[src/rtl/mips_pkg.sv]
// Shared definitions for the MIPS datapath: multiply/divide unit state and timing.
package mips_pkg;

    // Multiply/divide sequencer states.
    typedef enum logic [1:0] {
        IDLE = 2'd0,
        MUL  = 2'd1,
        DIV  = 2'd2,
        FIX  = 2'd3
    } md_state_t;

    // Operand width of the multiply/divide unit.
    localparam int unsigned MD_WIDTH = 32;

    // Cycles from issue edge to HI/LO update; hazard logic stalls for this long.
    localparam int unsigned MD_LATENCY = MD_WIDTH + 1;

endpackage

[src/rtl/muldiv_unit.sv]
// Iterative signed multiply/divide unit owning the HI/LO registers.
// Works on operand magnitudes (shift-add multiply, restoring divide, one bit per
// cycle) and applies result signs in a single FIX cycle before writing HI/LO.
module muldiv_unit
    import mips_pkg::*;
#(
    parameter int unsigned WIDTH = MD_WIDTH,
    parameter int unsigned CNTW  = 6
) (
    input  logic             clk,
    input  logic             reset,
    input  logic             startE,
    input  logic             multE,
    input  logic             divE,
    input  logic [WIDTH-1:0] srcaE,
    input  logic [WIDTH-1:0] srcbE,
    output logic             busy,
    output logic [WIDTH-1:0] hi,
    output logic [WIDTH-1:0] lo
);

    // Two's-complement magnitude; the most negative value maps to itself, which is
    // exactly its unsigned magnitude.
    function automatic logic [WIDTH-1:0] mag(input logic [WIDTH-1:0] v);
        return v[WIDTH-1] ? (~v + WIDTH'(1)) : v;
    endfunction

    function automatic logic [WIDTH-1:0] neg_if(input logic n, input logic [WIDTH-1:0] v);
        return n ? (~v + WIDTH'(1)) : v;
    endfunction

    function automatic logic [2*WIDTH-1:0] neg2_if(input logic n, input logic [2*WIDTH-1:0] v);
        return n ? (~v + (2*WIDTH)'(1)) : v;
    endfunction

    md_state_t          state_q;
    logic [CNTW-1:0]    cnt_q;
    logic               busy_q;
    logic [WIDTH-1:0]   hi_q;
    logic [WIDTH-1:0]   lo_q;
    // MUL: running product. DIV: unused.
    logic [2*WIDTH-1:0] acc_q;
    // MUL: multiplicand magnitude, shifted left each step. DIV: divisor magnitude in low half.
    logic [2*WIDTH-1:0] mcand_q;
    // MUL: multiplier bits, consumed from bit 0. DIV: dividend bits out, quotient bits in.
    logic [WIDTH-1:0]   shift_q;
    // DIV: partial remainder.
    logic [WIDTH:0]     rem_q;
    logic               neg_res_q;
    logic               neg_rem_q;
    logic               is_div_q;

    logic [2*WIDTH-1:0] mul_acc_d;
    logic [WIDTH+1:0]   div_shift;
    logic [WIDTH+1:0]   div_dvsr;
    logic               div_ok;
    logic [WIDTH:0]     rem_d;
    logic               issue;
    logic               last_iter;

    // Per-iteration datapath for both algorithms.
    always_comb begin
        mul_acc_d = shift_q[0] ? (acc_q + mcand_q) : acc_q;
        div_shift = {rem_q, shift_q[WIDTH-1]};
        div_dvsr  = {2'b00, mcand_q[WIDTH-1:0]};
        div_ok    = (div_shift >= div_dvsr);
        rem_d     = div_ok ? (WIDTH+1)'(div_shift - div_dvsr) : (WIDTH+1)'(div_shift);
        issue     = startE & (multE | divE);
        last_iter = (cnt_q == CNTW'(WIDTH - 1));
    end

    // Sequencer: issue, WIDTH iterations, sign fix-up and HI/LO writeback.
    always_ff @(posedge clk or negedge reset) begin
        if (!reset) begin
            state_q   <= IDLE;
            cnt_q     <= '0;
            busy_q    <= 1'b0;
            hi_q      <= '0;
            lo_q      <= '0;
            acc_q     <= '0;
            mcand_q   <= '0;
            shift_q   <= '0;
            rem_q     <= '0;
            neg_res_q <= 1'b0;
            neg_rem_q <= 1'b0;
            is_div_q  <= 1'b0;
        end else begin
            unique case (state_q)
                IDLE: begin
                    if (issue) begin
                        cnt_q     <= '0;
                        busy_q    <= 1'b1;
                        acc_q     <= '0;
                        rem_q     <= '0;
                        neg_rem_q <= srcaE[WIDTH-1];
                        if (multE) begin
                            // mult wins when both opcodes are asserted
                            state_q   <= MUL;
                            is_div_q  <= 1'b0;
                            mcand_q   <= {{WIDTH{1'b0}}, mag(srcaE)};
                            shift_q   <= mag(srcbE);
                            neg_res_q <= srcaE[WIDTH-1] ^ srcbE[WIDTH-1];
                        end else begin
                            state_q   <= DIV;
                            is_div_q  <= 1'b1;
                            mcand_q   <= {{WIDTH{1'b0}}, mag(srcbE)};
                            shift_q   <= mag(srcaE);
                            // divide by zero keeps the all-ones quotient unsigned
                            neg_res_q <= (srcaE[WIDTH-1] ^ srcbE[WIDTH-1]) & (|srcbE);
                        end
                    end
                end
                MUL: begin
                    acc_q   <= mul_acc_d;
                    mcand_q <= mcand_q << 1;
                    shift_q <= shift_q >> 1;
                    cnt_q   <= cnt_q + CNTW'(1);
                    if (last_iter) begin
                        state_q <= FIX;
                    end
                end
                DIV: begin
                    rem_q   <= rem_d;
                    shift_q <= {shift_q[WIDTH-2:0], div_ok};
                    cnt_q   <= cnt_q + CNTW'(1);
                    if (last_iter) begin
                        state_q <= FIX;
                    end
                end
                FIX: begin
                    if (is_div_q) begin
                        lo_q <= neg_if(neg_res_q, shift_q);
                        hi_q <= neg_if(neg_rem_q, rem_q[WIDTH-1:0]);
                    end else begin
                        {hi_q, lo_q} <= neg2_if(neg_res_q, acc_q);
                    end
                    cnt_q   <= '0;
                    busy_q  <= 1'b0;
                    state_q <= IDLE;
                end
                default: begin
                    state_q <= IDLE;
                    busy_q  <= 1'b0;
                end
            endcase
        end
    end

    assign busy = busy_q;
    assign hi   = hi_q;
    assign lo   = lo_q;

endmodule

[config.mk]
export PLATFORM = sky130hd
export DESIGN_NAME = muldiv_unit
export DESIGN_NICKNAME = d
export VERILOG_FILES = /design/src/rtl/mips_pkg.sv /design/src/rtl/muldiv_unit.sv
export SDC_FILE = /design/constraint.sdc
export NUM_CORES = 1
export LEC_CHECK = 0
export CAP_MARGIN = 10
export CORE_MARGIN = 3
export CORE_UTILIZATION = 61
export DETAILED_ROUTE_END_ITERATION = 12
export GPL_TIMING_DRIVEN = 0
export MAX_ROUTING_LAYER = met4
export PLACE_DENSITY = 0.86
export SYNTH_ARGS = -nofsm -noshare
export SYNTH_HDL_FRONTEND = slang
export SYNTH_SLANG_ARGS = --single-unit
[constraint.sdc]
create_clock -name clk -period 4.8 [get_ports clk]
set_input_delay 1.44 -clock clk [delete_from_list [all_inputs] [get_ports clk]]
set_output_delay 1.44 -clock clk [all_outputs]
set_load 0.005 [all_outputs]
Word-level counts from Yosys, hierarchy flattened. Cells that the tools add are included.

Register bits after elaboration: 269. Latch bits: 0. Bits in writable memories: 0. Memory bits (read-only): 0. Bits of input ports: 69. Output and inout bits: 65. Memories kept: 0.

Add/sub/neg operators: 8. $mul: 0. Divide/modulo/power cells: 0. Magnitude comparators: 1. Equal/unequal tests: 7. Shifts and indexed selects: 0. Multiplexer cells: 29. Bitwise operators: 9. Reductions and logical operators: 14.

Operators by type and width (count): $mux W32 (9); $mux W64 (4); $pmux W64 S2 (2); $add A32 B1 Y32 const B (4); $not A32 Y32 (4); $pmux W32 S3 (1); $mux W33 (2); $pmux W33 S2 (1); $add A64 B1 Y64 const B (1); $add A64 B64 Y64 (1); $not A64 Y64 (1); $ge A34 B32 Y1 (1); $sub A33 B32 Y33 (1); $reduce_or A32 Y1 (1); $pmux W6 S3 (1); $reduce_and A2 Y1 (6); $add A6 B1 Y6 const B (1); $eq A6 B5 Y1 const B (1); $mux W2 (3); $mux W6 (1); $pmux W2 S3 (1); $reduce_bool A2 Y1 (3); $eq A2 B2 Y1 const B (2); $ne A2 B2 Y1 const B (2); 11 further kinds (14).

Logic depth before layout (Yosys ltp). Gate-level depths: netlist of the first run.

Word-level depth: 6. Mapped depth: 16. Gate-level depth less buffers: 15.

Worst setup path before layout of the first run. No wires, ideal clock.

Path kind: input to register. Start: input port srcbE[6]. End: register shift_q[27]. Library setup time: 118 ps. Data arrival time: 4025 ps. Data required time: 4682 ps. Setup slack: 657 ps. Stages: 10. Path buffers: 0. Cells stage by stage: or4_4 -> or3_4 -> or2_1 -> or3_4 -> or3_4 -> o41ai_4 -> xnor2_1 -> o211ai_1 -> a21oi_1 -> a21o_1.

Longest elaborated chain between the ends: 6.

Ends and longest elaborated chain: start: declaration (line muldiv_unit.sv:16) `input logic [WIDTH-1:0] srcbE,`; $not A32 Y32 (line muldiv_unit.sv:25) `return v[WIDTH-1] ? (~v + WIDTH'(1)) : v;`; $add A32 B1 Y32 (line muldiv_unit.sv:25); $mux W32 (line muldiv_unit.sv:25); $mux W32 (line muldiv_unit.sv:96) `if (multE) begin`; $mux W32 (line muldiv_unit.sv:90) `if (issue) begin`; $pmux W32 S3 (line muldiv_unit.sv:88) `unique case (state_q)`; end signal: assignment (line muldiv_unit.sv:101) `shift_q <= mag(srcbE);`; end signal: assignment (line muldiv_unit.sv:107) `shift_q <= mag(srcaE);`; end signal: assignment (line muldiv_unit.sv:116) `shift_q <= shift_q >> 1;`; end: declaration (line muldiv_unit.sv:46) `logic [WIDTH-1:0] shift_q;`.

No other way between the ends. The select of a mux whose other input is x is not followed. A chain may end at the register's enable or synchronous reset.

Worst setup path in the final report of the first run.
Start: register mcand_q[4]. End: register acc_q[57].

Longest elaborated chain between the ends: 3.

Ends and longest elaborated chain: start: declaration (line muldiv_unit.sv:44) `logic [2*WIDTH-1:0] mcand_q;`; start signal: assignment (line muldiv_unit.sv:100) `mcand_q <= {{WIDTH{1'b0}}, mag(srcaE)};`; start signal: assignment (line muldiv_unit.sv:106) `mcand_q <= {{WIDTH{1'b0}}, mag(srcbE)};`; start signal: assignment (line muldiv_unit.sv:115) `mcand_q <= mcand_q << 1;`; $add A64 B64 Y64 (line muldiv_unit.sv:63) `mul_acc_d = shift_q[0] ? (acc_q + mcand_q) : acc_q;`; $mux W64 (line muldiv_unit.sv:63); $pmux W64 S2 (line muldiv_unit.sv:88); end signal: assignment (line muldiv_unit.sv:114) `acc_q <= mul_acc_d;`; end: declaration (line muldiv_unit.sv:42) `logic [2*WIDTH-1:0] acc_q;`.

No other way between the ends. The select of a mux whose other input is x is not followed.

==> flow_summary.toml, run 1 <==
[status]
status = "finished, final reports clean"

[layout]
drive_gt1_share_pct = 3.611
syn_to_final_growth_pct = 14.21
fillers = 2704
finalInstanceArea_um2 = 24280
fin_nets = 2951
antennaDiodeCount = 0

[route]
wl_per_cell_um = 24.15
avgViaCountPerCell = 6.866
drt_wl_total_mm = 78.37
ant_nets = 0
drc = 0
vias = 22280
drtPass1Iterations = 7
drt_iter0_drc = 2718

[synth]
synth-simple-area-share_pct = 15.87
yosysTopAreaCell = "dfrtp_1"
yosysWarningCount = 0
syn_inst = 2608
synth_top_family_by_area = "compound AO/OA/AOI/OAI gates"
synth.distinct_cells = 72
synth_enable_flop_cells = 0
synth_mux_area_share_pct = 1.701
async_reset_ff_share_pct = 100.0
synth_top_area_share_pct = 31.67
synth_area_um2 = 21260
synth_flop_cell = "dfrtp_1"
ys_ff_latch = 269
synth_adder_area_share_pct = 6.427
synth_most_common_cell = "nand2_1"
yosys-top-cells-area = "dfrtp_1 32%, o21ai_0 6.7%, ha_1 6.2%"
synth_nets = 2785
synth-xor-area-share_pct = 11.00
syn_area_per_cell_um2 = 8.151
synth_compound_area_share_pct = 28.49
synthTopCellsByCount = "325 x nand2_1, 283 x o21ai_0, 269 x dfrtp_1, 176 x a21oi_1, 149 x nor2_1"
yosysSeqAreaShare_pct = 31.67

[worst_setup_path]
cp-end-kind = "register"
critical_path_class = "reg -> reg"
reg2reg_from = "mcand_q[4]"
worstReg2RegEnd = "acc_q[57]"
crit_fanout = 4
startpoint_type = "register"
rr_worst_depth = 12
ff2ff_setup_slack_ns = 0.24
required_ns = 5.25
crit_arrival_ns = 5.01

[global_route]
grt-busiest-layer = "met2"
overflow = 0
grtUsageMet1_pct = 56.78
grt_usage_pct = 43.05
grt_start_max_net_pins = 113
met2_usage_pct = 63.56
grt_pass1_vias = 20750
antenna_found_initial = 0
grt_pass1_wl_mm = 120.0
use_met3_pct = 8.265

[run]
cap_violations = 0

[sta]
fin_crit_ns = 4.562
finalHoldViolCount = 0
setup_slack_ns = 0.2381
skew_ns = 0.01603
slew_headroom_pct = 19.70
setup_viol = 0
maxSlewViolCount = 0
min_period_over_period_pct = 95.04
rsz0062_at_grt = "false"
tightest_slew_ns = 1.196
max_freq_mhz = 219.2
tns_ns = 0

[clock_network]
cts_root_buffer = "clkbuf_16"
htreeDepth = 1
clkTransAtPathRegs_ns = 0.07
post_cts_buffers = 0
cts_tree = "built"
clock-sinks = 269
cts_buffers = 30
insertion_delay_ns = 0.59
cts_buffer_depth = 3

[die]
die_y_um = 192.7
core-area_um2 = 33950
die_w_um = 192.7
dieArea_um2 = 37130
initial_core_util_pct = 62.61
ios = 134
rows = 67

[power]
ir_drop_mv = 0.6605
finalPower_w = 0.01708
leakage_nw = 10.58
p_per_area_nw_per_um2 = 703.5

[place]
gp_congestion = 1.054
place_hpwl_mm = 61.20
dp_slack_ns = -0.4626
dpl-instance-area_um2 = 23200
port_buffers = 132

[hold_path]
hold_path_class = "reg -> reg"
worstHoldEndpoint = "rem_q[32]"
hold_start = "rem_q[32]"
min_delay_path_depth = 2
## report_power, final
group	internal (W)	switching, W	total (W)
Sequential	0.00297	0.00108	0.00405
Clock	0.00151	0.00102	0.00253
Combinational	0.00379	0.00671	0.0105
## layout make-up
class                           count  area (µm²)  share of cell area [%]
Timing Repair Buffer              134        1381                   5.689
Multi-Input combinational cell   2066       13510                   55.64
Inverter                          120       450.4                   1.855
Tap cell                          448       560.5                   2.309
Clock buffer                       41       852.1                   3.509
Sequential cell                   269        6731                   27.72
Clock inverter                     14       215.2                  0.8864
Buffer                            153       580.6                   2.391
## worst max-delay path, stage by stage (launching register included)
cell and delay, ns:
dfrtp_1 0.46, ha_1 0.40, o211ai_1 0.10, o21ai_0 0.58
a31oi_1 0.35, o31ai_2 0.45, o311a_1 0.41, a21oi_1 0.26
o41ai_1 0.70, a21oi_1 0.25, o21ai_1 0.23, xnor2_1 0.13
o21ai_0 0.09
## per-stage QoR
step | util (%) | hold slack [ns] | cells
after floorplan | - | 0.4511 | 2608
after detailed placement | 68.33 | 0.4807 | 3190
after global placement | 68.16 | 0.4621 | 3188
final | 71.51 | 0.4862 | 3245
after global routing | 71.51 | 0.5219 | 3245
after CTS | 71.48 | 0.4943 | 3245
## routing by layer
metal / vias to the layer above / share of wire (%)
met3: 289 / 11
li1: 9820 / -
met2: 1427 / 43
met1: 10750 / 40
met5: - / 0
met4: 0 / 6.4
## cells in the final DEF, fill, tap and decap left out, drive strengths merged, types with 23 or more instances in the layout
master / Yosys / final
a211oi: 56 / 56
a21o: 58 / 58
a21oi: 176 / 176
a22o: 66 / 66
buf: 25 / 28
clkbuf: 128 / 169
clkdlybuf4s50: 0 / 131
dfrtp: 269 / 269
ha: 106 / 106
inv: 118 / 119
nand2: 325 / 325
nand3: 40 / 40
nand4: 23 / 23
nor2: 149 / 149
nor3: 26 / 26
o211ai: 63 / 63
o21ai: 291 / 291
o31ai: 59 / 59
o41ai: 26 / 26
or3: 42 / 42
or4: 32 / 32
xnor2: 138 / 138
xor2: 129 / 129
## flip-flops by register name, indices dropped and copies added (netlist names), 2 cells and up
name / flops
acc_q: 64
mcand_q: 64
rem_q: 33
hi: 32
lo: 32
shift_q: 32
cnt_q: 6
state_q: 2
## worst max path at each step
stage | cells after the start | slack (ns) | start | to
floorplan | 10 | 0.66 | srcbE[6] | shift_q[27]
global placement | 1 | -8.98 | reset | acc_q[23]
detailed placement | 12 | -0.46 | srcaE[3] | shift_q[29]
CTS | 12 | 0.12 | srcaE[3] | shift_q[29]
global route | 12 | 0.07 | srcaE[3] | shift_q[29]
finish | 12 | 0.24 | mcand_q[4] | acc_q[57]
## cell families after synthesis
logic type      Yosys count
mux                      33
flops                   269
xor+xnor                267
compound gates          930
fa+ha+maj               108
buf+inv                 273
simple gates            728
## timing repair
item                       in CTS  in global routing
resized for setup               0                  3
setup endpoints to repair       0                 20
hold buffers                    0                  0
No activity file was read; power rests on OpenSTA's default activity.
==> run 2, diff against run 1 <==
--- a/config.mk
+++ b/config.mk
@@ -15,3 +15,4 @@
 export SYNTH_ARGS = -nofsm -noshare
 export SYNTH_HDL_FRONTEND = slang
 export SYNTH_SLANG_ARGS = --single-unit
+export TNS_END_PERCENT = 10
==> results of run 2 <==
No change in the layout: final DEF, timing and power equal those of run 1.
